[config.mk]
export PLATFORM = sky130hd
export DESIGN_NAME = regfile_mp
export DESIGN_NICKNAME = d
export VERILOG_FILES = /design/src/rtl/regfile_mp.sv
export SDC_FILE = /design/constraint.sdc
export NUM_CORES = 2
export LEC_CHECK = 0
export CAP_MARGIN = 0
export CORE_UTILIZATION = 45
export DETAILED_ROUTE_END_ITERATION = 6
export MAX_ROUTING_LAYER = met4
export SYNTH_ARGS = -nofsm -noshare
export SYNTH_HDL_FRONTEND = slang
export SYNTH_SLANG_ARGS = --single-unit
[constraint.sdc]
create_clock -name clk -period 7.22 [get_ports clk]
set_input_delay 1.444 -clock clk [delete_from_list [all_inputs] [get_ports clk]]
set_output_delay 1.444 -clock clk [all_outputs]
set_load 0.01 [all_outputs]
[src/rtl/regfile_mp.sv]
// Two-write, two-read register file with write-to-read forwarding and
// per-register pending (scoreboard) tracking for issued producers.
module regfile_mp #(
   parameter int DATA_W = 32,
   parameter int ADDR_W = 5,
   parameter int BYPASS = 1
) (
   input  logic              clk,
   input  logic              rst,
   input  logic              we0,
   input  logic              we1,
   input  logic              ov0,
   input  logic              ov1,
   input  logic [ADDR_W-1:0] waddr0,
   input  logic [ADDR_W-1:0] waddr1,
   input  logic [DATA_W-1:0] wdata0,
   input  logic [DATA_W-1:0] wdata1,
   input  logic [ADDR_W-1:0] raddr1,
   input  logic [ADDR_W-1:0] raddr2,
   output logic [DATA_W-1:0] rdata1,
   output logic [DATA_W-1:0] rdata2,
   input  logic              issue_en,
   input  logic [ADDR_W-1:0] issue_addr,
   output logic              busy1,
   output logic              busy2,
   output logic [ADDR_W:0]   pend_cnt
);

   localparam int NREG = 2 ** ADDR_W;
   localparam int CW   = ADDR_W + 1;

   logic [DATA_W-1:0] mem_reg [NREG];
   logic [NREG-1:0]   pend_reg;
   logic [NREG-1:0]   pend_next;
   logic              eff0;
   logic              eff1;
   logic              same_addr;

   assign eff0      = we0 && !ov0 && (waddr0 != '0) && !rst;
   assign eff1      = we1 && !ov1 && (waddr1 != '0) && !rst;
   assign same_addr = (waddr0 == waddr1);

   // Port 1 takes priority when both ports target the same register.
   always_ff @(posedge clk) begin
      if (rst) begin
         for (int i = 0; i < NREG; i++) begin
            mem_reg[i] <= '0;
         end
      end else begin
         if (eff0 && !(eff1 && same_addr)) begin
            mem_reg[waddr0] <= wdata0;
         end
         if (eff1) begin
            mem_reg[waddr1] <= wdata1;
         end
      end
   end

   // A new issue beats a completing write to the same register.
   generate
      for (genvar gi = 0; gi < NREG; gi++) begin : g_pend
         if (gi == 0) begin : g_zero
            assign pend_next[gi] = 1'b0;
         end else begin : g_reg
            logic set_hit;
            logic clr_hit;
            assign set_hit = issue_en && (issue_addr == ADDR_W'(gi));
            assign clr_hit = (eff0 && (waddr0 == ADDR_W'(gi))) ||
                             (eff1 && (waddr1 == ADDR_W'(gi)));
            assign pend_next[gi] = set_hit || (pend_reg[gi] && !clr_hit);
         end
      end
   endgenerate

   always_ff @(posedge clk) begin
      if (rst) begin
         pend_reg <= '0;
      end else begin
         pend_reg <= pend_next;
      end
   end

   always_comb begin
      pend_cnt = '0;
      for (int i = 0; i < NREG; i++) begin
         pend_cnt = pend_cnt + CW'(pend_reg[i]);
      end
   end

   function automatic logic fwd_hit(input logic [ADDR_W-1:0] ra);
      return (BYPASS != 0) &&
             ((eff0 && (waddr0 == ra)) || (eff1 && (waddr1 == ra)));
   endfunction

   function automatic logic [DATA_W-1:0] read_port(input logic [ADDR_W-1:0] ra);
      logic [DATA_W-1:0] val;
      val = mem_reg[ra];
      if (rst || (ra == '0)) begin
         val = '0;
      end else if ((BYPASS != 0) && eff1 && (waddr1 == ra)) begin
         val = wdata1;
      end else if ((BYPASS != 0) && eff0 && (waddr0 == ra)) begin
         val = wdata0;
      end
      return val;
   endfunction

   function automatic logic busy_port(input logic [ADDR_W-1:0] ra);
      return !rst && (ra != '0) && pend_reg[ra] && !fwd_hit(ra);
   endfunction

   always_comb begin
      rdata1 = read_port(raddr1);
      rdata2 = read_port(raddr2);
      busy1  = busy_port(raddr1);
      busy2  = busy_port(raddr2);
   end

endmodule

# --- Yosys cells after proc, flatten, opt, wreduce, memory -nomap -nowiden ---
# Memory sizes are Yosys's and may differ from the RTL's.
# Index checks and enable logic that the tools add are counted.
totals:
  ff_bits: 32
  mem_bits_rw: 1024
  inputBits: 96
  output_inout_bits: 72
  wordCells: 411
  mem_count: 1
op_classes:
  n_addsub: 31
  magnitude_cmp: 2
  eq_ne: 98
  muxes: 24
  reduce_logical: 253
mem_list:
  columns: ["name", "depth", "width", "read_ports", "rd_ports_with_merged_regs", "write_ports", "line", "rtl"]
  rows:
  - ["mem_reg", 32, 32, 2, 0, 32, "32", "logic [DATA_W-1:0] mem_reg [NREG];"]
op_table:
  columns: ["cell", "count"]
  rows:
  - ["32-bit 2-to-1 mux", 8]
  - ["5-bit == test, second input constant", 48]
  - ["6-bit by 1-bit adder with 6-bit output", 26]
  - ["1-bit logical AND", 142]
  - ["5-bit by 4-bit == test with 1-bit output, second input constant", 24]
  - ["1-bit logical OR", 66]
  - ["32-bit OR reduction", 2]
  - ["5-bit by 3-bit == test with 1-bit output, second input constant", 12]
  - ["1-bit logical NOT", 37]
  - ["5-bit by 2-bit == test with 1-bit output, second input constant", 6]
  - ["5-bit == test", 5]
  - ["5-bit nonzero test", 4]
  - ["5-bit by 1-bit == test with 1-bit output, second input constant", 3]
  - ["5-bit by 6-bit less-than comparator with 1-bit output, second input constant", 2]
  - ["1-bit 2-to-1 mux", 12]
  - ["1-bit binary-select mux with 5-bit select", 2]
  - ["5-bit logical NOT", 2]
  - ["5-bit 2-to-1 mux", 2]
  - ["5-bit by 1-bit adder with 6-bit output", 1]
  - ["4-bit by 1-bit adder with 5-bit output", 1]
  - ["3-bit by 1-bit adder with 4-bit output", 1]
  - ["2-bit by 1-bit adder with 3-bit output", 1]
  - ["1-bit by 1-bit adder with 2-bit output", 1]

# --- Longest topological paths before layout ---
depth:
  word_depth: 31
  ltp_mapped: 16
  ltp_nobuf: 16

# --- Least setup slack after synthesis ---
# Ideal clock, no wire load.
synth_timing:
  path_type: "register to output"
  start: "register pend_reg[24]"
  end: "output port pend_cnt[4]"
  t_arrival_ns: 4.755
  t_required_ns: 5.776
  slack_ns: 1.021
  path_stages_with_launch: 16
  n_path_buf: 0
  cell_sequence: "dfxtp_1 -> inv_1 -> fa_1 -> fa_1 -> inv_1 -> fa_1 -> inv_1 -> fa_1 -> fa_1 -> fa_1 -> inv_1 -> fa_1 -> fa_1 -> a21o_1 -> a21oi_1 -> xnor2_1"
synth_via:
  elab_chain_len: 8
synth_lines:
  columns: ["item", "line", "rtl"]
  rows:
  - ["start: declaration", "33", "logic [NREG-1:0] pend_reg;"]
  - ["start signal: assignment", "79", "pend_reg <= pend_next;"]
  - ["6-bit by 1-bit adder with 6-bit output (8 in a row)", "86", "pend_cnt = pend_cnt + CW'(pend_reg[i]);"]
  - ["end: declaration", "26", "output logic [ADDR_W:0] pend_cnt"]
# No other way between the ends.

# --- Final worst setup path ---
# Same ends and word-level chain as after synthesis.

==> impl_metrics.py <==
metrics = {
    "synthesis": {
        "synth_area_um2": 62810,
        "yosysWarnings": 0,
        "synth-edff-count": 1024,
        "netlist_top_cells_count": "edfxtp_1, a22o_1, mux2i_1, clkbuf_1, mux4_2",
        "synth.avg_cell_area_um2": 12.82,
        "synth-seq-area-share": 0.4994,
        "yosysMostFrequentCell": "edfxtp_1",
        "synth_top_area_cell": "edfxtp_1",
        "synth_top_area_frac": 0.4896,
        "synth-async-reset-ratio": 0,
        "synthDistinctLibCells": 61,
        "synth_area_leaders": "edfxtp_1, a22o_1, mux4_2, mux2i_1, clkbuf_1",
        "synth_ff_type": "edfxtp_1",
        "ys_ff_latch": 1055,
        "synthCells": 4901,
    },
    "clocking": {
        "hold_buffers": 0,
        "clkSinkCount": 1055,
        "cts_root_buf": "clkbuf_16",
        "clkLatencyLatePin_ns": 0.75,
        "cts_buffer_depth": 3,
        "cts_buffers": 118,
        "clkTransAtPathRegs_ns": 0.06,
        "cts.htree.levels": 3,
        "cts_tree": "done",
    },
    "power": {
        "p_comb_frac": 0.137,
        "intPower_mw": 11.18,
        "total_leakage_power_nw": 24.26,
        "switching_share": 0.2684,
        "ir_drop_v": 0.0002169,
        "clock_power_share": 0.390,
        "seqPwrFrac": 0.472,
        "power_density_nw_per_um2": 217.1,
        "p_sw_mw": 4.102,
    },
    "setup_path": {
        "crit_type": "flop to output pin",
        "worstPathRequired_ns": 5.78,
        "r2r_start": "pend_reg[11]",
        "endpoint_kind": "output pin",
        "crit_fanout": 4,
        "startpoint": "pend_reg[24]",
        "cp-start-kind": "flop",
        "arrival_ns": 5.67,
    },
    "timing": {
        "rsz0062_at_grt": "yes",
        "min_period_ns": 7.110,
        "tightest_slew_ns": 1.453,
        "maxSlewViolCount": 0,
        "finalCritPeriodShare": 0.9847,
        "fin_skew_ns": 0,
        "max_freq_ghz": 0.1407,
        "tns_ns": 0,
        "fin_ws_ns": 0.1102,
        "slew_headroom": 0.02912,
        "finalHoldViolations": 0,
        "finalSetupViolations": 0,
    },
    "global_routing": {
        "grt_max_degree": 85,
        "grt_pass1_wl_um": 373100,
        "first_global_vias": 49400,
        "antenna_found_initial": 5,
        "overflow": 0,
        "grt_use_total": 0.3866,
    },
    "drt": {
        "drtIter0Drc": 7867,
        "drcViolationCount": 5,
        "via_per_inst": 7.508,
        "drt-wirelength-per-cell_um": 40.20,
        "via_count": 50620,
        "finalWirelength_um": 271000,
        "postRouteAntennaNets": 0,
        "drt_first_pass_iters": 7,
    },
    "worst_hold_path": {
        "min-delay-start": "pend_reg[24]",
        "min_path_type": "flop to flop",
    },
    "layout": {
        "layout-drive-gt1-share": 0.1963,
        "largest_reg_flops": 1024,
        "nFillCells": 11730,
        "syn_to_final_growth_pct": 12.11,
        "design_area_um2": 70420,
        "nNetsFinal": 4899,
    },
    "die": {
        "dieArea_um2": 141100,
        "die_height_um": 375.6,
        "rows": 136,
        "start_util": 0.4551,
        "fp.dieW_um": 375.6,
        "core_um2": 138000,
        "num_io_pins": 168,
    },
    "placed_design": {
        "place_area_um2": 66660,
        "globalplace.congestion": 0.9522,
        "pre_cts_ws_ns": 0.2603,
        "dp_hpwl_um": 155100,
        "portBuffers": 167,
    },
    "run_status": {
        "violations": "design-rule violations",
        "status": "finished with violations",
    },
    "run": {
        "maxCapViolations": 0,
    },
}
-- layer usage --
metal	GRT usage	part of all wire
met5	-	0
met2	0.5659	0.44
met4	0.2477	0.073
met1	0.4742	0.36
met3	0.1017	0.13
-- worst max-delay path, cell delays in order, from the launching register on --
cell     delay (ns)
dfxtp_2        0.36
inv_2          0.05
fa_1           0.50
fa_1           0.53
inv_1          0.06
fa_1           0.50
inv_2          0.05
fa_1           0.53
fa_1           0.44
fa_1           0.50
inv_1          0.05
fa_2           0.37
fa_2           0.41
a21o_1         0.17
a21oi_2        0.14
xnor2_1        0.12
buf_2          0.15
-- cells in the final DEF (no fill, tap or decap), types with 8 or more instances in the layout --
cell type	netlist	layout
conb_1	1	32
o21ai_0	77	77
buf_4	29	257
clkbuf_16	0	120
a221o_1	30	30
edfxtp_1	1024	1024
mux2_2	122	122
o22ai_1	156	156
dfxtp_1	31	27
xor2_1	13	13
nor3_1	41	40
nand4_1	8	8
a22oi_1	121	121
o31ai_1	31	31
bufinv_16	0	8
o221ai_1	46	46
mux4_2	249	249
nand3_1	12	12
buf_12	0	27
nand2_1	74	71
clkinv_1	0	34
inv_1	49	47
fa_1	23	21
mux2i_1	415	415
nor2b_1	76	75
nor2_1	247	202
a21oi_1	35	33
nand2b_1	15	11
clkdlybuf4s50_1	0	153
xnor2_1	14	14
nor4_1	35	35
o311ai_0	31	31
a211oi_1	66	66
clkinv_2	0	18
diode_2	0	9
nor2_4	0	64
or3_2	0	31
clkbuf_1	366	24
o21ai_1	30	30
a22o_1	993	993
-- path summary, 6_finish.rpt --
| kind | end | slack, ns | depth (start not counted) |
|---|---|---|---|
| max reg2reg | pend_reg[11] | 6.18 | 2 |
| max | pend_cnt[4] | 0.11 | 16 |
| min reg2reg | pend_reg[24] | 0.51 | 2 |
| min | pend_reg[24] | 0.51 | 2 |
-- timing repair --
| action | 4_1_cts | 5_1_grt |
|---|---|---|
| setup buffers | 0 | 0 |
| gates resized for setup | 13 | 5 |
| endpoints found under the setup margin | 5 | 1 |
| pin swaps | 1 | 0 |
-- metrics by stage --
| step | hold WS, ns | instances | utilization | power [mW] |
|---|---|---|---|---|
| detailed placement | 0.5056 | 6516 | 0.4831 | 9.375 |
| finish | 0.5050 | 6742 | 0.5103 | 15.28 |
| global route | 0.5292 | 6739 | 0.5102 | 15.56 |
| CTS | 0.4972 | 6733 | 0.5101 | 15.21 |
| global placement | 0.5007 | 6516 | 0.4831 | 9.343 |
| floorplan | 0.4767 | 4932 | - | 8.526 |
-- layout make-up --
class                           instances  area (µm²)  area share
Tap cell                             1863        2331     0.03310
Multi-Input combinational cell       3099       28650      0.4069
Antenna cell                            9       22.52   0.0003198
Sequential cell                      1055       31380      0.4456
Timing Repair Buffer                  450        4128     0.05862
Clock buffer                          149        3149     0.04472
Clock inverter                         68       575.6    0.008173
Inverter                               49       183.9    0.002612
-- power groups by stage --
| stage | registers, mW | clock network [mW] | logic (mW) |
|---|---|---|---|
| finish | 7.22 | 5.97 | 2.10 |
| global route | 7.25 | 6.16 | 2.15 |
| CTS | 7.21 | 5.96 | 2.04 |
| detailed placement | 7.34 | 0 | 2.03 |
| global placement | 7.32 | 0 | 2.02 |
| floorplan | 7.28 | 0 | 1.25 |
-- logic make-up (layout without fill, tap and decap cells) --
logic type / count (synthesis) / count (layout) / share of synthesized area
AO/OA/AOI/OAI: 1630 / 1630 / 0.2087
XOR/XNOR: 27 / 27 / 0.003765
adder cells (fa/ha/maj): 30 / 30 / 0.008725
buffers and inverters: 778 / 716 / 0.05522
flip-flops: 1055 / 1055 / 0.4994
multiplexers: 786 / 786 / 0.1773
other: 1 / 41 / 0.00005970
AND/OR/NAND/NOR: 594 / 594 / 0.04679
Power figures use the tool's default switching activity.
